<file path="src/rtl/uart_tx_fifo.sv">
// Buffered UART transmitter: a FIFO of pending characters feeding a
// start / data / optional parity / stop serialiser with a registered TX pin.
module uart_tx_fifo #(
    parameter int unsigned CLKS_PER_BIT = 868,
    parameter int unsigned DATA_BITS    = 8,
    parameter int unsigned PARITY       = 0,
    parameter int unsigned STOP_BITS    = 1,
    parameter int unsigned FIFO_DEPTH   = 16
) (
    input  logic                        CLK_100MHz,
    input  logic                        RST_N,
    input  logic                        LOAD,
    input  logic [15:0]                 IN,
    output logic                        TX,
    output logic                        TX_BUSY,
    output logic                        FULL,
    output logic                        EMPTY,
    output logic [$clog2(FIFO_DEPTH):0] COUNT,
    output logic                        OVERRUN
);

    localparam int unsigned PTR_W  = $clog2(FIFO_DEPTH);
    localparam int unsigned CNT_W  = PTR_W + 1;
    localparam int unsigned BAUD_W = $clog2(STOP_BITS * CLKS_PER_BIT);
    localparam int unsigned BIT_W  = $clog2(DATA_BITS);

    typedef enum logic [2:0] {
        S_IDLE,
        S_START,
        S_DATA,
        S_PARITY,
        S_STOP
    } state_t;

    logic [DATA_BITS-1:0] mem [FIFO_DEPTH];
    logic [PTR_W-1:0]     wr_ptr_q, rd_ptr_q;
    logic [CNT_W-1:0]     count_q, count_d;
    logic                 full_q, empty_q, overrun_q;

    state_t               state_q, state_d;
    logic [BAUD_W-1:0]    baud_q, baud_d;
    logic [BIT_W-1:0]     bit_q, bit_d;
    logic [DATA_BITS-1:0] frame_q, frame_d;
    logic                 tx_q, busy_q;

    logic                 push_c, pop_c, tx_c, parity_c;
    logic                 bit_done_c, stop_done_c;
    logic                 unused_in_c;

    assign unused_in_c = ^IN[15:DATA_BITS];

    // A push is only accepted against the registered FULL flag
    assign push_c = LOAD && !full_q;

    assign bit_done_c  = (baud_q == BAUD_W'(CLKS_PER_BIT - 1));
    assign stop_done_c = (baud_q == BAUD_W'(STOP_BITS * CLKS_PER_BIT - 1));
    assign parity_c    = (^frame_q) ^ (PARITY == 2);

    always_ff @(posedge CLK_100MHz) begin
        if (push_c) begin
            mem[wr_ptr_q] <= IN[DATA_BITS-1:0];
        end
    end

    always_comb begin
        count_d = count_q;
        case ({push_c, pop_c})
            2'b10:   count_d = count_q + CNT_W'(1);
            2'b01:   count_d = count_q - CNT_W'(1);
            default: count_d = count_q;
        endcase
    end

    // FIFO pointers and flags; flags are stored so they come straight from flops
    always_ff @(posedge CLK_100MHz or negedge RST_N) begin
        if (!RST_N) begin
            wr_ptr_q  <= '0;
            rd_ptr_q  <= '0;
            count_q   <= '0;
            full_q    <= 1'b0;
            empty_q   <= 1'b1;
            overrun_q <= 1'b0;
        end else begin
            if (push_c) begin
                wr_ptr_q <= wr_ptr_q + PTR_W'(1);
            end
            if (pop_c) begin
                rd_ptr_q <= rd_ptr_q + PTR_W'(1);
            end
            count_q <= count_d;
            full_q  <= (count_d == CNT_W'(FIFO_DEPTH));
            empty_q <= (count_d == '0);
            if (LOAD && full_q) begin
                overrun_q <= 1'b1;
            end
        end
    end

    always_ff @(posedge CLK_100MHz or negedge RST_N) begin
        if (!RST_N) begin
            state_q <= S_IDLE;
            baud_q  <= '0;
            bit_q   <= '0;
            frame_q <= '0;
            tx_q    <= 1'b1;
            busy_q  <= 1'b0;
        end else begin
            state_q <= state_d;
            baud_q  <= baud_d;
            bit_q   <= bit_d;
            frame_q <= frame_d;
            tx_q    <= tx_c;
            busy_q  <= (state_q != S_IDLE) || !empty_q;
        end
    end

    // Serialiser: the line level is chosen from the current state and lands on the pin one cycle later
    always_comb begin
        state_d = state_q;
        baud_d  = baud_q;
        bit_d   = bit_q;
        frame_d = frame_q;
        pop_c   = 1'b0;
        tx_c    = 1'b1;
        case (state_q)
            S_IDLE: begin
                baud_d = '0;
                if (!empty_q) begin
                    pop_c   = 1'b1;
                    frame_d = mem[rd_ptr_q];
                    state_d = S_START;
                end
            end
            S_START: begin
                tx_c = 1'b0;
                if (bit_done_c) begin
                    baud_d  = '0;
                    bit_d   = '0;
                    state_d = S_DATA;
                end else begin
                    baud_d = baud_q + BAUD_W'(1);
                end
            end
            S_DATA: begin
                tx_c = frame_q[bit_q];
                if (bit_done_c) begin
                    baud_d = '0;
                    if (bit_q == BIT_W'(DATA_BITS - 1)) begin
                        state_d = (PARITY != 0) ? S_PARITY : S_STOP;
                    end else begin
                        bit_d = bit_q + BIT_W'(1);
                    end
                end else begin
                    baud_d = baud_q + BAUD_W'(1);
                end
            end
            S_PARITY: begin
                tx_c = parity_c;
                if (bit_done_c) begin
                    baud_d  = '0;
                    state_d = S_STOP;
                end else begin
                    baud_d = baud_q + BAUD_W'(1);
                end
            end
            S_STOP: begin
                tx_c = 1'b1;
                // Popping on the last stop cycle chains frames with no idle gap
                if (stop_done_c) begin
                    baud_d = '0;
                    if (!empty_q) begin
                        pop_c   = 1'b1;
                        frame_d = mem[rd_ptr_q];
                        state_d = S_START;
                    end else begin
                        state_d = S_IDLE;
                    end
                end else begin
                    baud_d = baud_q + BAUD_W'(1);
                end
            end
            default: begin
                state_d = S_IDLE;
            end
        endcase
    end

    assign TX      = tx_q;
    assign TX_BUSY = busy_q;
    assign FULL    = full_q;
    assign EMPTY   = empty_q;
    assign COUNT   = count_q;
    assign OVERRUN = overrun_q;

endmodule

</file>
<file path="config.mk">
export PLATFORM = sky130hd
export DESIGN_NAME = uart_tx_fifo
export DESIGN_NICKNAME = d
export VERILOG_FILES = /design/src/rtl/uart_tx_fifo.sv
export SDC_FILE = /design/constraint.sdc
export NUM_CORES = 1
export LEC_CHECK = 0
export ABC_AREA = 1
export CAP_MARGIN = 40
export CORE_MARGIN = 2
export CORE_UTILIZATION = 41
export CTS_BUF_LIST = sky130_fd_sc_hd__clkbuf_8
export DETAILED_ROUTE_END_ITERATION = 8
export DONT_BUFFER_PORTS = 1
export MAX_ROUTING_LAYER = met4
export SKIP_LAST_GASP = 1
export SYNTH_ARGS = -nofsm -noshare
export SYNTH_HDL_FRONTEND = slang
export SYNTH_SLANG_ARGS = --single-unit
</file>
<file path="constraint.sdc">
create_clock -name CLK_100MHz -period 3.1 [get_ports CLK_100MHz]
set_input_delay 0.62 -clock CLK_100MHz [delete_from_list [all_inputs] [get_ports CLK_100MHz]]
set_output_delay 0.62 -clock CLK_100MHz [all_outputs]
set_load 0.02 [all_outputs]
</file>
==> metrics.yaml <==
status: "completed"
postSynthAreaPerCell_sq_um: 12.35
cts_buffers: 17
crit_type: "flip-flop to flip-flop"
fin_skew_ns: 0.01871
path_max_fanout: 5
post_drt_wl_per_cell_um: 17.90
seq_area_frac_synth: 0.6755
grt_pass1_wl_um: 23920
dp_hpwl_um: 9621
cts_root_buffer: "clkbuf_8"
drc: 0
hp-class: "primary input to flip-flop"
synthAdderAreaFrac: 0.01726
rows: 48
power_frac_seq: 0.574
nNetsFinal: 632
syn_inst: 587
internal_power_mw: 3.609
drt_first_pass_iters: 5
overflow: 0
cts_tree: "done"
worstPathArrival_ns: 2.89
clkPwrFrac: 0.314
portBuffers: 0
ir_drop_mv: 0.2972
synth_nets: 616
path_buf_inv: 2
post_cts_resized: 0
drive_gt1_frac: 0.1250
combPwrFrac: 0.112
grt_max_degree: 68
cts.sinks: 170
cpMaxStageDelayCell: "dfrtp_1"
start_util: 0.4191
ant_nets: 0
drv_slew: 0
cp_cell_sequence: "ha_1, nand2_1, nor2_2, nand3_2, nand2_4, nand2_1, inv_1, ha_1, o21ai_0, inv_1, or2_2, nor2_1, nand3_1, nor2_1"
leakagePower_nw: 2.950
cp.required_ns: 3.50
cp-end-kind: "flip-flop"
antenna_found_initial: 0
htreeDepth: 4
p_sw_frac: 0.2774
track_usage: 0.1766
max_freq_ghz: 0.4021
hold_ws_ns: 0.2535
multi_input_area_sq_mm: 0.002092
synth-xor-area-share: 0.02295
p_per_area_mw_per_mm2: 623.0
place.gp.congestion: 0.7964
fp.dieH_um: 137.0
postSynthRegisterBits: 170
netlist_area_sq_mm: 0.007249
regArea_sq_mm: 0.004898
setup-tns-final_ns: 0
synth-compound-area-share: 0.1061
max-cap-violations: 0
yosysWarnings: 0
insertedDiodeCount: 0
via_per_inst: 5.405
vias: 4546
p_switching_mw: 1.386
dieArea_sq_mm: 0.01876
fin_crit_ns: 2.487
synthSimpleGateAreaFrac: 0.1105
area_growth_pct: 10.60
slew_headroom: 0.4281
fillers: 1549
period_share: 0.8023
cp_slowest_stage_delay_ns: 0.39
worstSkewPairLatency_ns: 0.46
setup_viol: 0
wl_um: 15060
critical_path.top_delay_family: "simple AND/OR/NAND/NOR gates"
rsz0062_at_grt: "false"
muxShareOfSynthArea: 0.03176
ios: 29
startpoint_type: "flip-flop"
clkTransAtPathRegs_ns: 0.09
final_hold_viol_count: 0
die_w_um: 137.0
synth_top_family_by_area: "simple AND/OR/NAND/NOR gates"
core_area_sq_mm: 0.01730
first_iter_violations: 316
clk_path_buf_depth: 2
grt_pass1_vias: 4497
yosysUniqueCellTypes: 38
post_cts_buffers: 0
tightestPinTransition_ns: 0.8546
[synth_stat cells, drive strengths merged]
cell	count	area, sq um
edfxtp	128	3844
nor2	98	390.4
nand2	51	209.0
o21ai	49	249.0
dfrtp	40	1001
inv	39	146.4
mux2i	23	230.2
nand3	23	137.6
o221ai	22	192.7
clkbuf	16	60.06
o32ai	13	113.9
o211ai	12	90.09
xor2	11	96.34
ha	10	125.1
a31oi	9	56.30
buf	8	38.78
xnor2	8	70.07
a21oi	6	30.03
nand4	5	37.53
clkinv	4	15.01
nor3	4	20.02
dfstp	2	52.55
o22ai	2	12.51
a21o	1	7.510
a22o	1	8.760
o311ai	1	8.760
or2	1	6.260
[cell type report]
type,count,area share
multi-input cells,350,0.2609
clock buffers,17,0.02918
well taps,225,0.03511
repair buffers,21,0.02247
inverters,43,0.02013
clock inverters,15,0.02122
flip-flops and latches,170,0.6110
[metal layers]
metal,track usage,share of wire,vias up
met5,-,0,-
met4,0.05842,0.015,0
met1,0.2282,0.45,2247
met3,0.05111,0.058,22
li1,-,-,2159
met2,0.2687,0.47,118
[final timing paths]
check | startpoint | endpoint | slack [ns] | cells after the start
setup / recovery | baud_q[0]$_DFFE_PN0P_ | FULL$_DFF_PN0_ | 0.61 | 14
hold / removal | IN[1] | mem[11][1]$_DFFE_PP_ | 0.25 | 0
setup reg to reg | baud_q[0]$_DFFE_PN0P_ | FULL$_DFF_PN0_ | 0.61 | 14
hold reg to reg | baud_q[0]$_DFFE_PN0P_ | baud_q[0]$_DFFE_PN0P_ | 0.54 | 1
max in group asynchronous | RST_N | TX$_DFF_PN1_ | 2.17 | 2
min in group asynchronous | RST_N | baud_q[4]$_DFFE_PN0P_ | 0.64 | 2
[kinds of logic after synthesis]
group,Yosys count
AO/OA/AOI/OAI,116
XOR/XNOR,19
adder cells (fa/ha/maj),10
buffers and inverters,67
flip-flops,170
multiplexers,23
AND/OR/NAND/NOR,182
[stage by stage]
step / instance area (sq um) / cells / utilization / setup WS [ns] / total power, mW
floorplan: 7249 / 587 / - / 0.7278 / 3.261
global placement: 7576 / 807 / 0.4380 / 0.6438 / 3.431
detailed placement: 7576 / 807 / 0.4380 / 0.6025 / 3.459
global route: 8018 / 841 / 0.4635 / 0.3842 / 5.227
CTS: 8018 / 841 / 0.4635 / 0.5699 / 5.035
finish: 8018 / 841 / 0.4635 / 0.6130 / 4.995
[power groups by stage]
| stage | clock [mW] | combinational (mW) | sequential (mW) |
|---|---|---|---|
| floorplan | 0 | 0.377 | 2.88 |
| global placement | 0 | 0.516 | 2.91 |
| detailed placement | 0 | 0.537 | 2.92 |
| CTS | 1.61 | 0.559 | 2.87 |
| global route | 1.71 | 0.626 | 2.90 |
| finish | 1.57 | 0.557 | 2.87 |
[cell usage in the layout (no fill, tap or decap), types with 3 or more instances in the layout]
cell type  instances
nor2_2             3
o211ai_1          12
mux2i_1           23
inv_1             31
nand4_1            4
buf_4             19
nand2_2            4
nand2_1           46
clkinv_1           6
o32ai_1           13
edfxtp_1         128
ha_1              10
dfrtp_1           39
nand3_1           20
xor2_1            11
o21ai_0           46
xnor2_1            8
a31oi_1            9
clkbuf_8          17
nor2_1            93
o221ai_1          22
clkinv_4           3
inv_2              8
a21oi_1            6
nor3_1             4
[sequential cells by signal, indices dropped and copies added, names as in the netlist]
name	cells
state_q	3
baud_q	10
FULL	1
bit_q	3
frame_q	8
OVERRUN	1
TX	1
EMPTY	1
COUNT	5
rd_ptr_q	4
TX_BUSY	1
mem	128
wr_ptr_q	4
[what timing repair did]
action	in CTS	in global routing
hold buffers	2	0
endpoints found under the setup margin	0	0
hold endpoints to repair	42	0
Note: power is estimated with default switching activity, not from simulation.
